[config.mk]
export PLATFORM = sky130hd
export DESIGN_NAME = instruction_fetch_unit
export DESIGN_NICKNAME = d
export VERILOG_FILES = /design/src/rtl/instruction_fetch_unit_pkg.sv /design/src/rtl/fetch_timeout_counter.sv /design/src/rtl/instruction_fetch_unit.sv
export SDC_FILE = /design/constraint.sdc
export NUM_CORES = 1
export LEC_CHECK = 0
export CORE_MARGIN = 3
export CORE_UTILIZATION = 40
export DETAILED_ROUTE_END_ITERATION = 7
export PLACE_DENSITY = 0.72
export SETUP_SLACK_MARGIN = 0.02
export SLEW_MARGIN = 30
export SYNTH_ARGS = -nofsm -noshare
export SYNTH_HDL_FRONTEND = slang
export SYNTH_SLANG_ARGS = --single-unit
[constraint.sdc]
create_clock -name clock -period 2.3 [get_ports clock]
set_input_delay 0.575 -clock clock [delete_from_list [all_inputs] [get_ports clock]]
set_output_delay 0.575 -clock clock [all_outputs]
set_load 0.02 [all_outputs]
[src/rtl/instruction_fetch_unit_pkg.sv]
// Shared definitions for the instruction fetch stage: FSM states, fault codes and defaults.
package instruction_fetch_unit_pkg;

    typedef enum logic [1:0] {
        ST_REQ   = 2'd0,
        ST_WAIT  = 2'd1,
        ST_DRAIN = 2'd2,
        ST_FAULT = 2'd3
    } fetch_state_e;

    localparam logic [1:0] FC_NONE     = 2'b00;
    localparam logic [1:0] FC_MISALIGN = 2'b01;
    localparam logic [1:0] FC_TIMEOUT  = 2'b10;

    localparam logic [31:0] DEFAULT_NOP_INSTR  = 32'hD503201F;
    localparam logic [31:0] DEFAULT_RESET_ADDR = 32'h80000000;
    localparam int unsigned DEFAULT_TIMEOUT    = 16;

    function automatic logic pc_misaligned(input logic [1:0] pc_lsb);
        return pc_lsb != 2'b00;
    endfunction

endpackage

[src/rtl/fetch_timeout_counter.sv]
// Counts request cycles without an ack; expired fires in the TIMEOUT-th such cycle.
module fetch_timeout_counter #(
    parameter int unsigned TIMEOUT = 16,
    localparam int unsigned W      = $clog2(TIMEOUT + 1)
) (
    input  logic clock,
    input  logic reset,
    input  logic clear,
    input  logic enable,
    output logic expired
);

    logic [W-1:0] count_q;
    logic [W-1:0] count_d;

    always_comb begin
        count_d = count_q;
        if (clear) begin
            count_d = '0;
        end else if (enable) begin
            count_d = count_q + W'(1);
        end
    end

    always_ff @(posedge clock) begin
        if (reset) begin
            count_q <= '0;
        end else begin
            count_q <= count_d;
        end
    end

    // Combinational so the fault edge lands exactly TIMEOUT cycles after issue.
    assign expired = enable && !clear && (count_q == W'(TIMEOUT - 1));

endmodule

[src/rtl/instruction_fetch_unit.sv]
// Fetch stage: one outstanding req/ack memory read per PC, loading the IR for decode.
module instruction_fetch_unit
    import instruction_fetch_unit_pkg::*;
#(
    parameter logic [31:0] RESET_ADDR = DEFAULT_RESET_ADDR,
    parameter logic [31:0] NOP_INSTR  = DEFAULT_NOP_INSTR,
    parameter int unsigned TIMEOUT    = DEFAULT_TIMEOUT
) (
    input  logic        clock,
    input  logic        reset,
    input  logic [31:0] pc_in,
    input  logic        flush,
    output logic        pc_advance,
    output logic        mem_req,
    output logic [31:0] mem_addr,
    input  logic        mem_ack,
    input  logic [31:0] mem_rdata,
    output logic [31:0] ir_out,
    output logic [31:0] ir_pc,
    output logic        ir_valid,
    input  logic        ir_ready,
    output logic        fault,
    output logic [1:0]  fault_code
);

    fetch_state_e state_q, state_d;

    logic        mem_req_q, mem_req_d;
    logic [31:0] mem_addr_q, mem_addr_d;
    logic [31:0] ir_out_q, ir_out_d;
    logic [31:0] ir_pc_q, ir_pc_d;
    logic        ir_valid_q, ir_valid_d;
    logic        fault_q, fault_d;
    logic [1:0]  fault_code_q, fault_code_d;

    logic issue_ok;
    logic misaligned;
    logic in_flight;
    logic issue;
    logic capture;
    logic retire;
    logic tmo_enable;
    logic tmo_expired;

    // Issuing only into an empty (or draining) IR means an ack never needs a skid buffer.
    assign issue_ok   = !flush && (!ir_valid_q || ir_ready);
    assign misaligned = pc_misaligned(pc_in[1:0]);
    assign in_flight  = (state_q == ST_WAIT) || (state_q == ST_DRAIN);
    assign tmo_enable = in_flight && !mem_ack;

    fetch_timeout_counter #(
        .TIMEOUT (TIMEOUT)
    ) u_timeout (
        .clock   (clock),
        .reset   (reset),
        .clear   (issue),
        .enable  (tmo_enable),
        .expired (tmo_expired)
    );

    always_ff @(posedge clock) begin
        if (reset) begin
            state_q <= ST_REQ;
        end else begin
            state_q <= state_d;
        end
    end

    always_comb begin
        state_d = state_q;
        unique case (state_q)
            ST_REQ: begin
                if (issue_ok) begin
                    state_d = misaligned ? ST_FAULT : ST_WAIT;
                end
            end
            ST_WAIT: begin
                if (mem_ack) begin
                    state_d = ST_REQ;
                end else if (tmo_expired) begin
                    state_d = ST_FAULT;
                end else if (flush) begin
                    state_d = ST_DRAIN;
                end
            end
            ST_DRAIN: begin
                if (mem_ack) begin
                    state_d = ST_REQ;
                end else if (tmo_expired) begin
                    state_d = ST_FAULT;
                end
            end
            ST_FAULT: state_d = ST_FAULT;
            default:  state_d = ST_REQ;
        endcase
    end

    always_comb begin
        issue      = (state_q == ST_REQ) && issue_ok && !misaligned;
        capture    = (state_q == ST_WAIT) && mem_ack && !flush;
        retire     = in_flight && mem_ack;
        pc_advance = capture;

        mem_req_d    = mem_req_q;
        mem_addr_d   = mem_addr_q;
        ir_out_d     = ir_out_q;
        ir_pc_d      = ir_pc_q;
        ir_valid_d   = ir_valid_q;
        fault_d      = fault_q;
        fault_code_d = fault_code_q;

        if (issue) begin
            mem_req_d  = 1'b1;
            mem_addr_d = pc_in;
        end else if (retire || (in_flight && tmo_expired) || state_q == ST_FAULT) begin
            mem_req_d = 1'b0;
        end

        if (state_q == ST_FAULT) begin
            ir_valid_d = 1'b0;
            ir_out_d   = NOP_INSTR;
        end else if (capture) begin
            ir_valid_d = 1'b1;
            ir_out_d   = mem_rdata;
            ir_pc_d    = mem_addr_q;
        end else if (flush || (ir_valid_q && ir_ready)) begin
            ir_valid_d = 1'b0;
            ir_out_d   = NOP_INSTR;
        end

        if (state_q == ST_REQ && issue_ok && misaligned) begin
            fault_d      = 1'b1;
            fault_code_d = FC_MISALIGN;
        end else if (in_flight && tmo_expired) begin
            fault_d      = 1'b1;
            fault_code_d = FC_TIMEOUT;
        end
    end

    always_ff @(posedge clock) begin
        if (reset) begin
            mem_req_q    <= 1'b0;
            mem_addr_q   <= '0;
            ir_out_q     <= NOP_INSTR;
            ir_pc_q      <= RESET_ADDR;
            ir_valid_q   <= 1'b0;
            fault_q      <= 1'b0;
            fault_code_q <= FC_NONE;
        end else begin
            mem_req_q    <= mem_req_d;
            mem_addr_q   <= mem_addr_d;
            ir_out_q     <= ir_out_d;
            ir_pc_q      <= ir_pc_d;
            ir_valid_q   <= ir_valid_d;
            fault_q      <= fault_d;
            fault_code_q <= fault_code_d;
        end
    end

    assign mem_req    = mem_req_q;
    assign mem_addr   = mem_addr_q;
    assign ir_out     = ir_out_q;
    assign ir_pc      = ir_pc_q;
    assign ir_valid   = ir_valid_q;
    assign fault      = fault_q;
    assign fault_code = fault_code_q;

endmodule
# After elaboration in Yosys (flattened, before gate mapping)
# Index checks and enable logic that the tools add are counted.
classes:
  n_addsub: 1
  eq_ne: 7
  n_mux: 18
  bitwise: 1
  reduce_logical: 32
op_table:
  columns: ["operator", "count"]
  rows:
  - ["two-way mux 32 bit", 2]
  - ["two-way mux 2 bit", 7]
  - ["logical AND 1 bit", 12]
  - ["two-way mux 1 bit", 8]
  - ["one-hot mux 2 bit (4 select lines)", 1]
  - ["nonzero test 2 bit", 4]
  - ["OR reduction 2 bit", 3]
  - ["adder 5 x 1 -> 5 bit (second input constant)", 1]
  - ["equality test 5 x 4 -> 1 bit (second input constant)", 1]
  - ["logical NOT 1 bit", 5]
  - ["logical OR 1 bit", 5]
  - ["equality test 2 bit (second input constant)", 2]
  - ["inequality test 4 bit (second input constant)", 1]
  - ["inequality test 3 bit (second input constant)", 1]
  - ["AND reduction 3 bit", 1]
  - ["equality test 2 x 1 -> 1 bit (second input constant)", 1]
  - ["logical NOT 2 bit", 1]
  - ["inequality test 2 bit (second input constant)", 1]
  - ["AND reduction 2 bit", 1]
  - ["inverter 1 bit", 1]
totals:
  ff_bits: 108
  output_inout_bits: 102
  elab_cells: 69

# Logic depth before layout (Yosys ltp)
logic_depth:
  word_depth: 13
  depth_mapped: 9
  mapped_depth_nobuf: 8

# Cells and area by module
# Synthesis repeated with hierarchy kept, for this count alone.
unflattened:
  hier_cells: 429
  hier_area_um2: 4000.1
modules_own_cells:
  columns: ["module", "n_inst", "cells_each", "area_per_inst_um2"]
  rows:
  - ["instruction_fetch_unit", 1, 404, 3724.8]
  - ["fetch_timeout_counter", 1, 25, 275.3]

# Least setup slack after synthesis
# No wires, ideal clock.
synth_path:
  kind: "reg2out"
  from: "reg state_q[1]"
  to: "out pc_advance"
  arrival_ps: 1256
  path_slack_ps: 469
  stages_incl_launch_ff: 8
  path_buffers: 2
  path_cell_list: "dfxtp_1 -> inv_1 -> ha_1 -> nand2_2 -> or2_1 -> buf_6 -> inv_1 -> buf_4"
synth_via:
  elab_chain_cells: 3
synth_lines:
  columns: ["item", "line", "text"]
  rows:
  - ["start: declaration", "instruction_fetch_unit.sv:26", "fetch_state_e state_q, state_d;"]
  - ["start signal: assignment", "instruction_fetch_unit.sv:65", "state_q <= state_d;"]
  - ["equality test 2 x 1 -> 1 bit", "instruction_fetch_unit.sv:100", "capture = (state_q == ST_WAIT) && mem_ack && !flush;"]
  - ["logical AND 1 bit (2 in series)", "instruction_fetch_unit.sv:100", null]
  - ["end: declaration", "instruction_fetch_unit.sv:13", "output logic pc_advance,"]
# No other way between the ends.

# Final worst setup path
layout_path:
  from: "in mem_ack"
  to: "out pc_advance"
layout_via:
  elab_chain_cells: 2
layout_lines:
  columns: ["item", "line", "text"]
  rows:
  - ["start: declaration", "instruction_fetch_unit.sv:16", "input logic mem_ack,"]
  - ["logical AND 1 bit (2 in series)", "instruction_fetch_unit.sv:100", null]
# No other way between the ends.

==> flow_summary.ini <==
[yosys]
synth_area_mm2 = 0.00408
synthDistinctLibCells = 42
async_flop_share_pct = 0
synth_seq_cells = 108
syn_inst = 461
seq_area_frac_synth_pct = 53.0
synth_ff_type = dfxtp_1
synth_edf_count = 0
ys_warn_count = 0
synth_nets = 537
syn_area_per_cell_um2 = 8.85

[cells_and_area]
n_antenna_cell = 0
fillCellCount = 816
drive_gt1_share_pct = 11.9
multi_input_area_mm2 = 0.00170
layout.nets = 699
syn_to_final_growth_pct = 49.8
stdcell_count = 761
ff_latch_area_mm2 = 0.00216

[power_and_ir_drop]
combPwrFrac_pct = 23.9
leakagePower_nw = 2.09
power_mw = 4.33
switching_share_pct = 30.6
pwr-share-seq_pct = 47.5
clockPowerShare_pct = 28.6
p_int_mw = 3.00
p_switching_mw = 1.32
ir_drop_v = 0.000462
power_density_mw_per_mm2 = 709

[floorplan]
initial_utilization_pct = 41.3
dieWidth_um = 107
die_y_um = 107
ioPinCount = 171
dieArea_mm2 = 0.0114
num_rows = 36
core_area_mm2 = 0.00986

[sta]
tightest_slew_ns = 0.676
fin_ws_ns = 0.103
drv_slew = 0
fin_crit_sh_pct = 95.5
timing.fmax_mhz = 455
relSlewSlack_pct = 54.9
post-route-min-period_ns = 2.20
fin_skew_ns = 0.0221
rsz0062_at_grt = no
setup_viol = 0
finalHoldViolations = 0

[detailed_routing]
wirelength_mm = 10.9
wl_per_cell_um = 14.3
drc = 0
vias = 3660
drtPass1Iterations = 4
post_drt_via_cell_ratio = 4.81
drtIter0Drc = 232
postRouteAntennaNets = 0

[cts]
numCtsBuffers = 9
clk_pin_slew_ns = 0.11
cts_setup_buffers = 0
clk_latency_ns = 0.37
clock_path_buffers = 2
cts-resized-gates = 4
clock_sinks = 108
htree_levels = 3
cts_tree = done
ctsHoldBuffers = 0
cts_root_buffer = clkbuf_8

[global_routing]
met1_usage_pct = 25.1
use_met3_pct = 6.68
grt_pass1_wl_mm = 18.1
grt_max_degree = 77
antenna_found_initial = 0
overflow = 0
grt_pass1_vias = 3718
grt.busiest_layer = met2
grtUsageMet2_pct = 31.0
grt_usage_pct = 19.5

[setup_path]
criticalPathCategory = in -> out
cp_data_arrival_time_ns = 1.62
slowest_stage = clkdlybuf4s50_1
r2r_slack_ns = 0.51
startpoint_type = input port
worstPathRequired_ns = 1.73
max_stage_delay_ns = 0.52
cp_max_fo = 4
critPathCaptureType = output pin
cp_cell_sequence = clkdlybuf4s50_1 > nand2_2 > or2_1 > inv_1 > buf_2

[hold_path]
min_path_type = reg -> reg

[place]
dp.cells = 745
port_buffers = 170
pre_cts_slack_ns = -0.346
hpwl_mm = 7.68
finalWeightedCongestion = 0.758

[status]
status = finished, final reports clean

[run]
maxCapViolations = 0
area by class of cell:
| class | instances | area share [%] |
|---|---|---|
| Clock buffer | 10 | 2.25 |
| Clock inverter | 6 | 1.27 |
| Inverter | 5 | 0.307 |
| Multi-Input combinational cell | 315 | 27.8 |
| Sequential cell | 108 | 35.4 |
| Tap cell | 133 | 2.72 |
| Timing Repair Buffer | 184 | 30.2 |
registers in the layout (all words and copies together) (netlist names):
name / count
fault_code: 2
ir_pc: 32
ir_valid: 1
u_timeout.count_q: 5
fault: 1
mem_req: 1
mem_addr: 32
ir_out: 32
state_q: 2
worst paths after layout:
kind,start,to,cells after the start
worst max-delay path,mem_ack,pc_advance,5
worst min-delay path,mem_addr[27],ir_pc[27],2
worst max register to register,state_q[1],ir_out[11],7
worst min register to register,mem_addr[27],ir_pc[27],2
layer usage:
| metal | part of all wire, % | wire length [um] |
|---|---|---|
| met2 | 45 | 4910 |
| met3 | 8.2 | 895 |
| met4 | 0.94 | 102 |
| met1 | 46 | 5000 |
| met5 | 0 | 0 |
cells in the mapped netlist (all sizes together), types with 3 or more instances:
| library cell | count | share of area (%) |
|---|---|---|
| o22ai | 13 | 2.0 |
| ha | 7 | 2.1 |
| a21oi | 66 | 11 |
| nor3 | 5 | 0.61 |
| dfxtp | 108 | 53 |
| buf | 22 | 3.9 |
| nand2 | 144 | 14 |
| a22oi | 19 | 3.5 |
| clkbuf | 11 | 1.0 |
| a211oi | 3 | 0.55 |
| nor2 | 27 | 2.9 |
| o21ai | 3 | 0.37 |
| inv | 5 | 0.46 |
| nand3 | 3 | 0.37 |
power groups by stage:
stage / clock, mW / combinational (mW) / sequential [mW]
2_1_floorplan: 0 / 0.541 / 2.18
3_3_place_gp: 0 / 1.02 / 2.09
3_5_place_dp: 0 / 1.04 / 2.10
4_1_cts: 1.29 / 1.04 / 2.06
5_1_grt: 1.35 / 1.15 / 2.07
6_report: 1.24 / 1.03 / 2.06
worst max-delay path: cells and delay by family:
kind / cells / cell delay, ns
simple gates: 2 / 0.28
buf+inv: 3 / 0.76
cell families after synthesis:
family                   Yosys count  share of synthesized area (%)
flip-flops                       108                           53.0
AO/OA/AOI/OAI                    109                           18.2
buffers and inverters             38                           5.37
multiplexers                       1                          0.245
XOR/XNOR                           3                          0.644
adder cells (fa/ha/maj)            7                           2.15
AND/OR/NAND/NOR                  195                           20.4
placed cells by master (no fill, tap or decap), types with 2 or more instances in the layout:
cell type	synthesis	layout
nand2_2	10	10
buf_4	4	10
nor2_1	26	26
ha_1	7	6
a21oi_1	37	37
a31oi_1	2	2
o21ai_0	2	2
clkbuf_8	0	10
o22ai_1	13	13
nand2b_1	2	2
and3_1	2	2
inv_8	0	2
a211oi_1	3	3
a22oi_1	19	19
clkdlybuf4s50_1	0	168
inv_6	0	2
a21oi_2	29	29
inv_1	5	5
buf_2	12	2
nor3b_1	2	2
dfxtp_1	108	108
nand3_1	3	3
nand3b_1	2	2
nor3_1	5	5
xor2_1	2	2
nand2_1	134	134
buf_12	1	4
stage by stage:
stage / TNS, ns / utilization (%) / hold slack [ns] / cell area, um^2
detailed placement: -0.346 / 59.8 / 0.456 / 5900
global placement: -0.362 / 59.8 / 0.449 / 5900
finish: 0 / 61.9 / 0.469 / 6110
global route: 0 / 61.9 / 0.485 / 6110
floorplan: 0 / - / 0.469 / 4080
CTS: 0 / 61.9 / 0.471 / 6110
(Power assumes the default switching activity.)
